<file path="config.mk">
export PLATFORM = sky130hd
export DESIGN_NAME = sbox_sched
export DESIGN_NICKNAME = d
export VERILOG_FILES = /design/src/rtl/sbox_sched.sv
export SDC_FILE = /design/constraint.sdc
export NUM_CORES = 1
export LEC_CHECK = 0
export BUFFER_PORTS_ARGS = -buffer_cell sky130_fd_sc_hd__buf_4
export CAP_MARGIN = 20
export CORE_ASPECT_RATIO = 2
export CORE_MARGIN = 4
export CORE_UTILIZATION = 37
export DETAILED_ROUTE_END_ITERATION = 8
export PLACE_DENSITY = 0.86
export SETUP_SLACK_MARGIN = 0.4
export SYNTH_ARGS = -nofsm -noshare
export SYNTH_HDL_FRONTEND = slang
export SYNTH_SLANG_ARGS = --single-unit
</file>
<file path="constraint.sdc">
create_clock -name clk -period 1.3 [get_ports clk]
set_input_delay 0.195 -clock clk [delete_from_list [all_inputs] [get_ports clk]]
set_output_delay 0.195 -clock clk [all_outputs]
set_load 0.02 [all_outputs]
</file>
<file path="src/rtl/sbox_sched.sv">
// sbox_sched -- arbiter and result tracker for one shared, pipelined masked S-box.
//
// Two requesters share the S-box: the state path (st_*) and the key schedule
// (ks_*). At most one request is issued per cycle, and only while the
// fresh-randomness bus is valid. A one-bit round-robin pointer settles ties.
// The granted share pair is registered onto sb_in0/sb_in1. An owner tag then
// travels down a LAT-deep pipe, so the result strobe goes to the requester
// that issued. Results have no backpressure.
//
// Parameters
//   LAT        S-box latency in cycles, counted from the sb_in update to a
//              valid sb_out (1..8)
// Ports
//   clk, rst_n             clock; asynchronous active-low reset
//   st_valid/st_ready      state-path request handshake
//   st_in0/st_in1          state-path input shares
//   ks_valid/ks_ready      key-schedule request handshake
//   ks_in0/ks_in1          key-schedule input shares
//   rnd_valid              S-box randomness bus is valid this cycle
//   sb_in0/sb_in1          registered share inputs to the S-box
//   sb_out0/sb_out1        share outputs from the S-box
//   res0/res1              result shares (pass-through of sb_out)
//   st_ovalid/ks_ovalid    one-cycle result strobe to the owner
//   sb_clk_en              registered clock-gating enable for the S-box
//   busy                   at least one operation in flight
module sbox_sched #(
  parameter int LAT = 2
) (
  input  logic       clk,
  input  logic       rst_n,
  input  logic       st_valid,
  output logic       st_ready,
  input  logic [7:0] st_in0,
  input  logic [7:0] st_in1,
  input  logic       ks_valid,
  output logic       ks_ready,
  input  logic [7:0] ks_in0,
  input  logic [7:0] ks_in1,
  input  logic       rnd_valid,
  output logic [7:0] sb_in0,
  output logic [7:0] sb_in1,
  input  logic [7:0] sb_out0,
  input  logic [7:0] sb_out1,
  output logic [7:0] res0,
  output logic [7:0] res1,
  output logic       st_ovalid,
  output logic       ks_ovalid,
  output logic       sb_clk_en,
  output logic       busy
);

  localparam int OCC_W = $clog2(LAT + 1);

  typedef enum logic {
    OWN_ST = 1'b0,
    OWN_KS = 1'b1
  } own_e;

  own_e             rr_ptr;     // requester that wins the next tie
  own_e             issue_own;
  logic             grant_st;
  logic             grant_ks;
  logic             issue;
  logic             retire;
  logic [LAT-1:0]   tag_vld_p;  // stage i holds the tag issued i+1 edges ago
  logic [LAT-1:0]   tag_own_p;  // 1 = key schedule owns that stage
  logic [OCC_W-1:0] occ;
  logic [OCC_W-1:0] occ_nxt;

  // ---- issue stage: arbitration and handshake ----
  always_comb begin
    grant_st = 1'b0;
    grant_ks = 1'b0;
    if (st_valid && (!ks_valid || rr_ptr == OWN_ST)) begin
      grant_st = 1'b1;
    end else if (ks_valid) begin
      grant_ks = 1'b1;
    end
  end

  // rst_n gates ready so that no handshake is offered while reset is held.
  assign st_ready  = grant_st & rnd_valid & rst_n;
  assign ks_ready  = grant_ks & rnd_valid & rst_n;
  assign issue     = (st_valid & st_ready) | (ks_valid & ks_ready);
  assign issue_own = ks_ready ? OWN_KS : OWN_ST;

  always_ff @(posedge clk or negedge rst_n) begin
    if (!rst_n) begin
      rr_ptr <= OWN_ST;
    end else if (issue) begin
      rr_ptr <= (issue_own == OWN_ST) ? OWN_KS : OWN_ST;
    end
  end

  // The share registers are only ever loaded with one requester's complete
  // share pair. They keep their value while idle, so the two shares are never
  // cleared or mixed between operations.
  always_ff @(posedge clk or negedge rst_n) begin
    if (!rst_n) begin
      sb_in0 <= 8'h00;
      sb_in1 <= 8'h00;
    end else if (issue) begin
      if (issue_own == OWN_KS) begin
        sb_in0 <= ks_in0;
        sb_in1 <= ks_in1;
      end else begin
        sb_in0 <= st_in0;
        sb_in1 <= st_in1;
      end
    end
  end

  // ---- tag pipe: owner tag follows the operation through the S-box ----
  // The tag pipe shifts every cycle, whether or not anything issues, so
  // in-flight work still retires while rnd_valid is low.
  always_ff @(posedge clk or negedge rst_n) begin
    if (!rst_n) begin
      tag_vld_p <= '0;
      tag_own_p <= '0;
    end else begin
      tag_vld_p[0] <= issue;
      tag_own_p[0] <= issue & (issue_own == OWN_KS);
      for (int i = 1; i < LAT; i++) begin
        tag_vld_p[i] <= tag_vld_p[i-1];
        tag_own_p[i] <= tag_own_p[i-1];
      end
    end
  end

  // ---- retire stage: strobe to owner, occupancy, clock enable ----
  assign retire    = tag_vld_p[LAT-1];
  assign st_ovalid = retire & ~tag_own_p[LAT-1];
  assign ks_ovalid = retire &  tag_own_p[LAT-1];
  assign res0      = sb_out0;
  assign res1      = sb_out1;

  always_comb begin
    occ_nxt = occ;
    case ({issue, retire})
      2'b10:   occ_nxt = occ + OCC_W'(1);
      2'b01:   occ_nxt = occ - OCC_W'(1);
      default: occ_nxt = occ;
    endcase
  end

  // sb_clk_en is set by the first issue edge. It stays high through the last
  // strobe cycle and drops at the edge that ends that cycle.
  always_ff @(posedge clk or negedge rst_n) begin
    if (!rst_n) begin
      occ       <= '0;
      sb_clk_en <= 1'b0;
    end else begin
      occ       <= occ_nxt;
      sb_clk_en <= (occ_nxt != '0);
    end
  end

  assign busy = (occ != '0);

  ap_one_ready: assert property (@(posedge clk) disable iff (!rst_n)
    !(st_ready && ks_ready));

  ap_occ_max: assert property (@(posedge clk) disable iff (!rst_n)
    occ <= OCC_W'(LAT));

  ap_st_hold: assert property (@(posedge clk) disable iff (!rst_n)
    (st_valid && !st_ready) |=> (st_valid && $stable(st_in0) && $stable(st_in1)));

  ap_ks_hold: assert property (@(posedge clk) disable iff (!rst_n)
    (ks_valid && !ks_ready) |=> (ks_valid && $stable(ks_in0) && $stable(ks_in1)));

endmodule

</file>
==> flow_summary.toml, run 1 <==
[global_routing]
grt_util_all_layers_pct = 18.7
antenna_found_initial = 0
grt_max_degree = 23
grt_pass1_wl_um = 6490
grt-ovfl-total = 0
grt_pass1_vias = 1346

[timing]
fin_ws_ns = -0.108
fmaxAchievable_ghz = 0.710
whs_ns = 0.267
skew_ns = 0.00211
relSlewSlack_pct = 81.3
finalHoldViolCount = 0
drv_slew = 0
setup_viol = 19
tightest_slew_ns = 0.280
layout_min_cycle_time_ns = 1.41
min_period_over_period_pct = 108
rsz0062_at_grt = "yes"

[floorplanning]
start_util_pct = 38.4
io_pins = 91
rows = 30
dieArea_mm2 = 0.00458
core_mm2 = 0.00338
fp.dieH_um = 91.8
die_w_um = 49.9

[worst_setup_path]
crit_path_top_delay_cell = "dfrtp_1"
crit_arrival_ns = 1.21
worst_setup_path_start_kind = "register"
endpoint_kind = "primary output"
slowest_delay_ns = 0.40
critPathKind = "register to primary output"
worstPathCellList = "nor2b_4 -> or2_4 -> buf_12 -> clkinv_4 -> buf_6"
path_max_fanout = 4
critPathRequiredTime_ns = 1.11

[placement]
port-buffer-count = 58
gp_congestion = 0.684
post-dp-hpwl_um = 2970

[synthesis]
ys_types = 24
syn-cell-area_mm2 = 0.00130
synth_fp_nets = 171
syn_inst = 117
synthAdderAreaFrac_pct = 0.963
yosys.area_share.simple_pct = 22.8
ys_seq_area_share_pct = 46.2
ys_seq_elements = 24
avgSynthCellArea_um2 = 11.1
synthMuxAreaShare_pct = 0
synth_top_family_by_area = "simple AND/OR/NAND/NOR gates"
synth_xor_area_share_pct = 1.35
synth-compound-area-share_pct = 14.6
yosysWarnings = 0

[route]
vias_per_cell = 5.49
drt-initial-drc-count = 14
wl_per_cell_um = 19.5
route.vias.total = 1207
drt-pass1-iter-count = 4
wl_um = 4290
ant_nets = 0
drc = 0

[cells_and_area]
layout.nets = 244
area_delta_synth_final_pct = 60.3
drive_gt1_share_pct = 58.5
fill_cells = 239
diodes = 0

[pwr]
p_leak_nw = 0.994
power.total_mw = 2.77
power_density_mw_per_mm2 = 1330
ir_worst_vdd_mv = 0.657

[cts]
cts_made_buffers = 3
insertion_delay_ns = 0.26
cts_tree = "built"
clk_path_buf_depth = 2
htreeDepth = 1
root_buffer = "clkbuf_8"
clk_pin_slew_ns = 0.08
clock_sinks = 24

[run_status]
status = "finished, violations left"
violations = "negative setup slack"

[hold_path]
min-delay-path-class = "input port to register"

[job]
drv_cap = 0
==> metal layers <==
metal / vias up / wire length (um) / track usage, %
met1: 601 / 1500 / 18.3
met4: 0 / 202 / 13.6
met3: 21 / 158 / 2.76
met5: - / 0 / 0
li1: 542 / - / -
met2: 43 / 2430 / 34.2
==> Yosys cell counts, drive strengths merged <==
cell type | instances | area share, %
dfrtp | 24 | 46
buf | 20 | 12
and2 | 18 | 8.7
a221o | 16 | 12
nor3b | 16 | 9.2
clkbuf | 3 | 0.87
inv | 3 | 0.87
a21oi | 2 | 0.77
nand2 | 2 | 0.58
nor2b | 2 | 1.5
o21ai | 2 | 1.1
or2 | 2 | 0.96
xnor2 | 2 | 1.3
a31oi | 1 | 0.48
ha | 1 | 0.96
nand3 | 1 | 0.77
nand3b | 1 | 0.58
or3 | 1 | 0.48
==> cell usage in the layout, fill, tap and decap left out, types with 2 or more instances in the layout <==
master and count:
a221o_1 16, and2_1 16, and2_4 2, buf_4 68, buf_6 21, clkbuf_8 3
dfrtp_1 24, nor2b_4 2, nor3b_1 16, or2_4 2, xnor2_4 2
==> path summary, 6_finish.rpt <==
kind	endpoint	cells after the start	slack, ns	start
setup / recovery	ks_ready	5	-0.11	rr_ptr$_DFFE_PN0P_
hold / removal	sb_in0[1]$_DFFE_PN0P_	3	0.27	st_in0[1]
setup reg to reg	sb_in1[7]$_DFFE_PN0P_	5	-0.10	rr_ptr$_DFFE_PN0P_
hold reg to reg	tag_vld_p[1]$_DFF_PN0_	0	0.36	tag_vld_p[0]$_DFF_PN0_
min in group asynchronous	rr_ptr$_DFFE_PN0P_	3	0.47	rst_n
max in group asynchronous	tag_vld_p[1]$_DFF_PN0_	3	0.50	rst_n
==> layout make-up <==
class	instances	area, um2	share of cell area, %
repair buffers	91	777	37.3
multi-input cells	67	607	29.1
clock buffers	3	41.3	1.98
flip-flops and latches	24	601	28.8
well taps	32	40.0	1.92
inverters	3	16.3	0.781
==> worst max-delay path, delay by kind of cell (launching register included) <==
kind          cells  cell delay, ns
simple gates      2            0.28
flops             1            0.40
buf+inv           3            0.28
==> power by group <==
part	switching (mW)	internal, mW	total [mW]	leakage, nW
registers	0.118	0.902	1.02	0.291
logic	0.570	0.759	1.33	0.681
clock network	0.212	0.207	0.419	0.0216
==> per-stage QoR <==
stage	setup TNS (ns)	setup slack, ns	std cells	util, %	area [um2]
after CTS	-1.91	-0.148	215	59.2	2000
final	-1.37	-0.108	220	61.6	2080
after global placement	-0.268	-0.0215	196	51.3	1730
after detailed placement	-0.894	-0.0770	196	51.3	1730
after floorplan	-1.42	-0.125	117	-	1330
after global routing	-1.98	-0.144	220	61.6	2080
==> what timing repair did <==
action / CTS / global route
hold endpoints to repair: 24 / 0
gates resized for setup: 27 / 10
pin swaps: 8 / 3
hold buffers: 1 / 0
setup endpoints to repair: 42 / 42
setup buffers: 15 / 5
==> sequential cells by signal (all words and copies together), names as in the netlist <==
register,flops
sb_clk_en,1
tag_vld_p,2
tag_own_p,2
sb_in1,8
rr_ptr,1
sb_in0,8
occ,2
==> cells by family after synthesis <==
group	Yosys count
and+or+nand+nor	43
xor gates and xnor gates	2
AOI/OAI and AO/OA	21
buffers and inverters	26
adders and majority gates	1
DFF	24
Power figures use the tool's default switching activity.
==> run 2: changes to the inputs <==
--- a/config.mk
+++ b/config.mk
@@ -5,11 +5,12 @@
 export SDC_FILE = /design/constraint.sdc
 export NUM_CORES = 1
 export LEC_CHECK = 0
-export BUFFER_PORTS_ARGS = -buffer_cell sky130_fd_sc_hd__buf_4
+export BUFFER_PORTS_ARGS = -buffer_cell sky130_fd_sc_hd__buf_2
 export CAP_MARGIN = 20
 export CORE_ASPECT_RATIO = 2
 export CORE_MARGIN = 4
 export CORE_UTILIZATION = 37
+export CTS_CLUSTER_DIAMETER = 100
 export DETAILED_ROUTE_END_ITERATION = 8
 export PLACE_DENSITY = 0.86
 export SETUP_SLACK_MARGIN = 0.4
==> run 2 against run 1 <==
Effect of this change: the run still ends with negative setup slack left; fmax fell by 2.9%; global-route usage decreased by 1.0 points; critical path depth stayed put; sequential power about the same; via count fell by 0.33%; register-to-register slack worse by 0.04 ns; combinational power fell by 11%; utilization decreased by 3.4 points; power rose by 3.3%; first-iteration DRC count is 100% higher; hold slack worse by 0.0069 ns; die area did not move; critical path type unchanged; largest power group unchanged.
==> flow_summary.toml, run 2 (synthesis results as in run 1) <==
[cells_and_area]
drive_gt1_share_pct = 57.6
final_cell_area_mm2 = 0.00197
layout_commonest_cell = "buf_2"
mostFrequentLayoutCells = "buf_2, buf_4, dfrtp_1"
fill_cells = 270
area_delta_synth_final_pct = 51.3
reg_top3 = "sb_in0 (8), sb_in1 (8)"
layout.nets = 239
diodes = 0

[placement]
place_ws_ns = -0.0697
post-dp-hpwl_um = 2620
gp_congestion = 0.819
port-buffer-count = 58
post_dp_cell_area_mm2 = 0.00157

[global_routing]
grt-ovfl-total = 0
grt_max_degree = 23
grt_pass1_vias = 1281
grt_pass1_wl_um = 6110
antenna_found_initial = 0
grt_util_all_layers_pct = 17.7

[cts]
clk_pin_slew_ns = 0.09
root_buffer = "clkbuf_8"
clk_path_buf_depth = 2
htreeDepth = 1
cts_made_buffers = 3
cts_tree = "built"
clock_sinks = 24
insertion_delay_ns = 0.27

[floorplanning]
rows = 30
fp.dieH_um = 91.8
dieArea_mm2 = 0.00458
core_mm2 = 0.00338
die_w_um = 49.9
io_pins = 91
start_util_pct = 38.4

[worst_setup_path]
crit_arrival_ns = 1.26
critPathRequiredTime_ns = 1.11
critPathKind = "register to primary output"
endpoint_kind = "primary output"
slowest_delay_ns = 0.42
worst_setup_path_start_kind = "register"
crit_path_top_delay_cell = "dfrtp_1"
worstPathCellList = "nor2b_4 -> or2_4 -> buf_12 -> clkinv_4 -> buf_6"
path_max_fanout = 4

[pwr]
ir_worst_vdd_mv = 0.610
p_switching_mw = 0.874
p_comb_share_pct = 41.2
p_seq_share_pct = 36.0
p_leak_nw = 0.949
intPower_mw = 1.99
p_sw_share_pct = 30.6
power_density_mw_per_mm2 = 1450
p_clk_share_pct = 22.8

[timing]
fmaxAchievable_ghz = 0.689
rsz0062_at_grt = "yes"
tns_ns = -2.07
setup_viol = 18
tightest_slew_ns = 0.280
drv_slew = 0
finalHoldViolCount = 0
fin_ws_ns = -0.150
layout_min_cycle_time_ns = 1.45
relSlewSlack_pct = 81.3
skew_ns = 0.00502
min_period_over_period_pct = 112

[route]
wl_per_cell_um = 18.9
ant_nets = 0
drt-initial-drc-count = 28
route.vias.total = 1203
vias_per_cell = 5.57
wl_um = 4080
drc = 0
drt-pass1-iter-count = 4

[job]
drv_cap = 0

[run_status]
status = "finished, violations left"
violations = "negative setup slack"

[hold_path]
min-delay-path-class = "input port to register"
[run 2: changes by cell type in the layout (fill, tap and decap cells not counted), moves of 2 or more]
cell	delta
buf_2	+36
xnor2_2	+2
xnor2_4	-2
buf_4	-42
[run 2: what timing repair did]
action                                 CTS  global route
resized for setup                       52             6
buffers inserted                        14             3
endpoints found under the hold margin   24             0
setup endpoints to repair               42            43
pin swaps                                6             4
hold buffers                             1             0
[run 2: metrics by stage]
| stage | utilization (%) | power, mW | instances | hold slack [ns] |
|---|---|---|---|---|
| after global routing | 58.2 | 2.98 | 216 | 0.265 |
| after global placement | 46.5 | 1.75 | 194 | 0.162 |
| final | 58.2 | 2.86 | 216 | 0.260 |
| after floorplan | - | 1.54 | 117 | -0.101 |
| after detailed placement | 46.5 | 1.77 | 194 | 0.159 |
| after CTS | 56.9 | 2.80 | 213 | 0.258 |
[run 2: final timing paths]
kind	from	end	slack (ns)	cells after the start
max in group asynchronous	rst_n	tag_own_p[1]$_DFF_PN0_	0.48	3
min in group asynchronous	rst_n	rr_ptr$_DFFE_PN0P_	0.49	3
max	rr_ptr$_DFFE_PN0P_	ks_ready	-0.15	5
min	st_in0[1]	sb_in0[1]$_DFFE_PN0P_	0.26	3
min reg2reg	tag_own_p[0]$_DFF_PN0_	tag_own_p[1]$_DFF_PN0_	0.36	0
max reg2reg	rr_ptr$_DFFE_PN0P_	sb_in0[1]$_DFFE_PN0P_	-0.14	5
[run 2: routing by layer]
metal	part of all wire, %	up-vias	track usage [%]
met5	0	-	0
li1	-	536	-
met4	3.9	0	10.9
met2	60	48	35.0
met3	5.1	18	3.58
met1	31	601	15.1
[run 2: layout make-up]
class	count	area, um2	share of cell area (%)
timing repair buffer	86	653	33.2
tap	32	40.0	2.04
sequential	24	601	30.6
inverter	3	16.3	0.827
multi-input combinational	67	584	29.7
clock buffer	3	41.3	2.10
clock inverter	1	30.0	1.53
[run 2: critical path, delay by kind of cell (launching register included)]
family	cells	cell delay, ns
DFF	1	0.42
and+or+nand+nor	2	0.29
buffers and inverters	3	0.28
[run 2: power groups by stage]
stage                     logic [mW]  registers, mW  clock network (mW)
after floorplan                0.403           1.14                   0
after global placement         0.728           1.02                   0
after detailed placement       0.754           1.02                   0
after CTS                       1.13           1.02               0.652
after global routing            1.24           1.04               0.690
final                           1.18           1.03               0.651
